--- src/rtl/fir_mac_sequencer.sv ---
// Sequential FIR filter that time-shares one external 12x12 multiplier across NTAPS taps.
// Define FIR_OUT_SAT_EN to saturate Dout to the signed 24-bit range. Without it, Dout wraps.
module fir_mac_sequencer #(
    parameter int NTAPS = 8,
    parameter int AW    = $clog2(NTAPS)
) (
    input  logic                Clk,
    input  logic                Rst_n,
    input  logic signed [11:0]  Din,
    input  logic                Din_Valid,
    output logic                Din_Ready,
    input  logic                Coeff_We,
    input  logic [AW-1:0]       Coeff_Addr,
    input  logic signed [11:0]  Coeff_Wdata,
    output logic                Busy,
    output logic signed [11:0]  Mult_Din,
    output logic signed [11:0]  Mult_Coeff,
    input  logic signed [23:0]  Mult_Product,
    output logic signed [23:0]  Dout,
    output logic                Dout_Valid,
    input  logic                Dout_Ready
);

    localparam int ACCW = 24 + AW;
    localparam logic [AW-1:0] LAST_TAP = AW'(NTAPS - 1);

    typedef enum logic [1:0] {
        IDLE,
        MAC,
        OUT
    } state_t;

    state_t state;
    state_t state_next;

    logic [AW-1:0]          tap_k;
    logic signed [ACCW-1:0] acc;
    logic signed [ACCW-1:0] acc_sum;
    logic signed [11:0]     x_line [NTAPS];
    logic signed [11:0]     coeff  [NTAPS];
    logic                   din_hs;
    logic                   last_tap;
    logic signed [23:0]     dout_load;

    assign din_hs   = (state == IDLE) && Din_Valid;
    assign last_tap = (tap_k == LAST_TAP);
    assign acc_sum  = acc + ACCW'(Mult_Product);

`ifdef FIR_OUT_SAT_EN
    localparam logic signed [ACCW-1:0] SAT_HI = ACCW'(8388607);
    localparam logic signed [ACCW-1:0] SAT_LO = ACCW'(-8388608);

    always_comb begin
        dout_load = acc_sum[23:0];
        if (acc_sum > SAT_HI)
            dout_load = 24'sh7FFFFF;
        else if (acc_sum < SAT_LO)
            dout_load = -24'sh800000;
    end
`else
    always_comb begin
        dout_load = acc_sum[23:0];
    end
`endif

    always_ff @(posedge Clk or negedge Rst_n) begin
        if (!Rst_n)
            state <= IDLE;
        else
            state <= state_next;
    end

    // Multiplier operands are only live during MAC so the shared multiplier sees zeros otherwise
    always_comb begin
        state_next = state;
        Din_Ready  = 1'b0;
        Busy       = 1'b0;
        Mult_Din   = '0;
        Mult_Coeff = '0;
        case (state)
            IDLE: begin
                Din_Ready = 1'b1;
                if (Din_Valid)
                    state_next = MAC;
            end
            MAC: begin
                Busy       = 1'b1;
                Mult_Din   = x_line[tap_k];
                Mult_Coeff = coeff[tap_k];
                if (last_tap)
                    state_next = OUT;
            end
            OUT: begin
                Busy = 1'b1;
                if (Dout_Ready)
                    state_next = IDLE;
            end
            default: state_next = IDLE;
        endcase
    end

    always_ff @(posedge Clk or negedge Rst_n) begin
        if (!Rst_n) begin
            tap_k      <= '0;
            acc        <= '0;
            Dout       <= '0;
            Dout_Valid <= 1'b0;
            for (int i = 0; i < NTAPS; i++)
                x_line[i] <= '0;
        end else begin
            case (state)
                IDLE: begin
                    if (din_hs) begin
                        x_line[0] <= Din;
                        for (int i = 1; i < NTAPS; i++)
                            x_line[i] <= x_line[i-1];
                        acc   <= '0;
                        tap_k <= '0;
                    end
                end
                MAC: begin
                    acc   <= acc_sum;
                    tap_k <= tap_k + AW'(1);
                    if (last_tap) begin
                        Dout       <= dout_load;
                        Dout_Valid <= 1'b1;
                    end
                end
                OUT: begin
                    if (Dout_Ready)
                        Dout_Valid <= 1'b0;
                end
                default: ;
            endcase
        end
    end

    // Writes are accepted only in IDLE, so the bank never changes under a running pass
    always_ff @(posedge Clk or negedge Rst_n) begin
        if (!Rst_n) begin
            for (int i = 0; i < NTAPS; i++)
                coeff[i] <= '0;
        end else if ((state == IDLE) && Coeff_We) begin
            coeff[Coeff_Addr] <= Coeff_Wdata;
        end
    end

endmodule

--- config.mk ---
export PLATFORM = sky130hd
export DESIGN_NAME = fir_mac_sequencer
export DESIGN_NICKNAME = d
export VERILOG_FILES = /design/src/rtl/fir_mac_sequencer.sv
export SDC_FILE = /design/constraint.sdc
export NUM_CORES = 1
export LEC_CHECK = 0
export BUFFER_PORTS_ARGS = -buffer_cell sky130_fd_sc_hd__buf_2
export CORE_UTILIZATION = 40
export CTS_BUF_LIST = sky130_fd_sc_hd__clkbuf_4 sky130_fd_sc_hd__clkbuf_8
export CTS_CLUSTER_DIAMETER = 100
export DETAILED_ROUTE_END_ITERATION = 8
export GPL_ROUTABILITY_DRIVEN = 0
export PLACE_DENSITY = 0.68
export REMOVE_ABC_BUFFERS = 1
export SYNTH_ARGS = -nofsm -noshare
export SYNTH_HDL_FRONTEND = slang
export SYNTH_SLANG_ARGS = --single-unit
--- constraint.sdc ---
create_clock -name Clk -period 2.9 [get_ports Clk]
set_input_delay 0.29 -clock Clk [delete_from_list [all_inputs] [get_ports Clk]]
set_output_delay 0.29 -clock Clk [all_outputs]
set_load 0.02 [all_outputs]
==> results.yml <==
die:
  die_w_um: 175
  die_area_sq_mm: 0.0308
  die_h_um: 175
  core_area_sq_mm: 0.0296
  start_util_pct: 40.6
  design.portCount: 107
  rows: 63
power_and_ir_drop:
  vdd_drop_max_mv: 0.484
  swShare_pct: 34.0
  power_frac_seq_pct: 36.6
  p_comb_share_pct: 41.7
  switching_power_mw: 5.62
  p_leak_nw: 6.38
  power.internal_mw: 10.9
  power_density_mw_per_mm2: 1160
  clkPwrFrac_pct: 21.7
cts:
  clkTransAtPathRegs_ns: 0.06
  cts.sinks: 246
  cts_buffer_depth: 3
  cts_tree: "done"
  cts_inserted_buffers: 45
  clock_latency_ns: 0.56
  htree_levels: 2
  cts_root_buf: "clkbuf_8"
synthesis:
  synth_area_sq_mm: 0.0120
  synth_top_area_cell: "dfrtp_1"
  synth_top_area_share_pct: 51.1
  yosys_warnings: 0
  synth_cells: 885
  synth-seq-area-share_pct: 51.1
  synth_flop_cell: "dfrtp_1"
  syn_avg_cell_area_sq_um: 13.6
  ys_ff_latch: 246
  postSynth.asyncResetShare_pct: 100
  synth_area_leaders: "dfrtp_1 51%, mux2_2 19%, mux4_2 9.0%"
  synthDistinctLibCells: 54
  synth-edff-count: 0
grt:
  first_global_vias: 8155
  grt_max_degree: 97
  track_usage_pct: 17.9
  grt_pass1_wl_um: 43500
  grt_overflow: 0
  antenna_found_initial: 2
layout:
  fillers: 2678
  multi_input_area_sq_mm: 0.00566
  ff_latch_area_sq_mm: 0.00616
  syn_to_final_growth_pct: 19.0
  mostFrequentLayoutCell: "dfrtp_1"
  finalNonFillerCells: 1455
  nNetsFinal: 1113
  final_cell_mix: "244 x dfrtp_1, 204 x mux2_2, 105 x buf_2, 58 x clkbuf_8, 48 x mux4_2"
  drive_gt1_share_pct: 45.6
detailed_routing:
  firstDrtPassIters: 4
  via_per_inst: 5.32
  routed_wl_um: 26600
  drtIter0Drc: 416
  ant_nets: 0
  vias: 7744
  wl_per_cell_um: 18.3
  drc: 0
timing:
  worstMarginPinSlew_ns: 0.780
  min_period_ns: 2.82
  period_share_pct: 97.1
  relSlewSlack_pct: 48.0
  setup_viol: 0
  skew_ns: 0.0253
  clock.fmax_ghz: 0.355
  holdWs_ns: 0.0657
  final_hold_viol_count: 0
  rsz0062_at_grt: "true"
  slew_viol_final: 0
  setup_tns_ns: 0
critical_path:
  crit_family: "compound AO/OA/AOI/OAI gates"
  worstPathRequired_ns: 3.34
  cpMaxStageDelayCell: "or4_4"
  cpPeakStageDelay_ns: 0.43
  crit_type: "reg -> reg"
  crit_fanout: 5
  arrival_ns: 3.26
  path_cells: "ha_1 -> fa_2 -> a21o_1 -> a221o_2 -> a311oi_2 -> nor3b_1 -> or4_4 -> a32o_1"
  end_kind: "register"
  start_kind: "register"
  path_buf_inv: 0
place:
  dpl.hpwl_um: 16600
  port_buffers: 106
  placed_cells: 1355
min_path:
  hp-class: "in -> reg"
outcome:
  status: "complete, no violations"
job:
  drv_cap: 0
## registers in the layout, indices dropped and copies added, names as in the netlist
name / flops
state: 2
tap_k: 3
x_line: 96
Dout_Valid: 1
coeff: 96
Dout: 24
acc: 24
## path summary, 6_finish.rpt
| path | startpoint | to | slack (ns) | cells past startpoint |
|---|---|---|---|---|
| setup / recovery | acc[0]$_DFFE_PN0P_ | acc[20]$_DFFE_PN0P_ | 0.08 | 8 |
| hold / removal | Coeff_Wdata[4] | coeff[40]$_DFFE_PN0P_ | 0.07 | 2 |
| setup reg to reg | acc[0]$_DFFE_PN0P_ | acc[20]$_DFFE_PN0P_ | 0.08 | 8 |
| hold reg to reg | Dout[16]$_DFFE_PN0P_ | Dout[16]$_DFFE_PN0P_ | 0.47 | 2 |
| max in group asynchronous | Rst_n | x_line[43]$_DFFE_PN0P_ | 1.69 | 4 |
| min in group asynchronous | Rst_n | Dout[8]$_DFFE_PN0P_ | 0.29 | 2 |
## power groups by stage
| stage | sequential (mW) | combinational [mW] | clock [mW] |
|---|---|---|---|
| global route | 6.30 | 7.56 | 3.86 |
| global placement | 6.06 | 6.74 | 0 |
| finish | 6.06 | 6.90 | 3.58 |
| detailed placement | 6.14 | 6.86 | 0 |
| CTS | 6.10 | 6.92 | 3.70 |
| floorplan | 6.19 | 4.97 | 0 |
## cells in the mapped netlist, types with 8 or more instances
master      n
clkbuf_1   37
and2_1      8
a22o_1     14
dfrtp_1   246
xnor2_1    14
ha_1       28
a21oi_1    25
o21ai_0    32
nor2b_1    24
mux4_2     48
inv_1      10
nand3_1    10
nand2_1    43
nor2_1     19
a21o_1      8
mux2i_1    24
mux2_2    204
buf_1      11
## per-layer routing
metal | global-route usage, % | vias to the layer above | part of all wire (%)
met1 | 24.3 | 3962 | 45
met3 | 3.68 | 45 | 4.6
met2 | 28.6 | 163 | 48
li1 | - | 3572 | -
met4 | 5.72 | 2 | 2.1
met5 | 0 | - | 0.049
## cells by family (layout without fill, tap and decap cells)
| group | Yosys count | in the layout | synth area share [%] |
|---|---|---|---|
| buffers and inverters | 61 | 240 | 1.93 |
| flip-flops | 246 | 246 | 51.1 |
| multiplexers | 276 | 276 | 30.1 |
| AO/OA/AOI/OAI | 125 | 125 | 7.07 |
| adder cells (fa/ha/maj) | 29 | 29 | 3.08 |
| AND/OR/NAND/NOR | 131 | 131 | 5.48 |
| other | 0 | 1 | 0 |
| XOR/XNOR | 17 | 17 | 1.24 |
## stage by stage
stage | area, sq um | power [mW] | utilization, % | setup WS, ns
finish | 14300 | 16.5 | 48.3 | 0.0827
global route | 14300 | 17.7 | 48.3 | -0.000513
CTS | 14300 | 16.7 | 48.2 | 0.0210
detailed placement | 13100 | 13.0 | 44.4 | 0.00324
global placement | 13100 | 12.8 | 44.4 | 0.0297
floorplan | 11800 | 11.2 | - | -1.48
## area by class of cell
| cell class | count | share of cell area, % |
|---|---|---|
| inverters | 10 | 0.262 |
| repair buffers | 147 | 6.70 |
| flip-flops and latches | 246 | 43.0 |
| clock inverters | 6 | 0.472 |
| multi-input cells | 578 | 39.6 |
| well taps | 390 | 3.41 |
| diodes | 1 | 0.0175 |
| clock buffers | 77 | 6.57 |
## worst reg2reg max path: stages (launching register included)
cell      delay, ns
dfrtp_1        0.38
ha_1           0.24
fa_2           0.38
a21o_1         0.19
a221o_2        0.41
a311oi_2       0.30
nor3b_1        0.11
or4_4          0.43
a32o_1         0.27
## what timing repair did
item,in CTS,in global routing
buffers inserted,0,3
hold buffers,13,0
pin swaps,0,1
hold endpoints to repair,71,0
setup endpoints to repair,1,4
gates resized for setup,1,2
No activity file was read; power rests on OpenSTA's default activity.
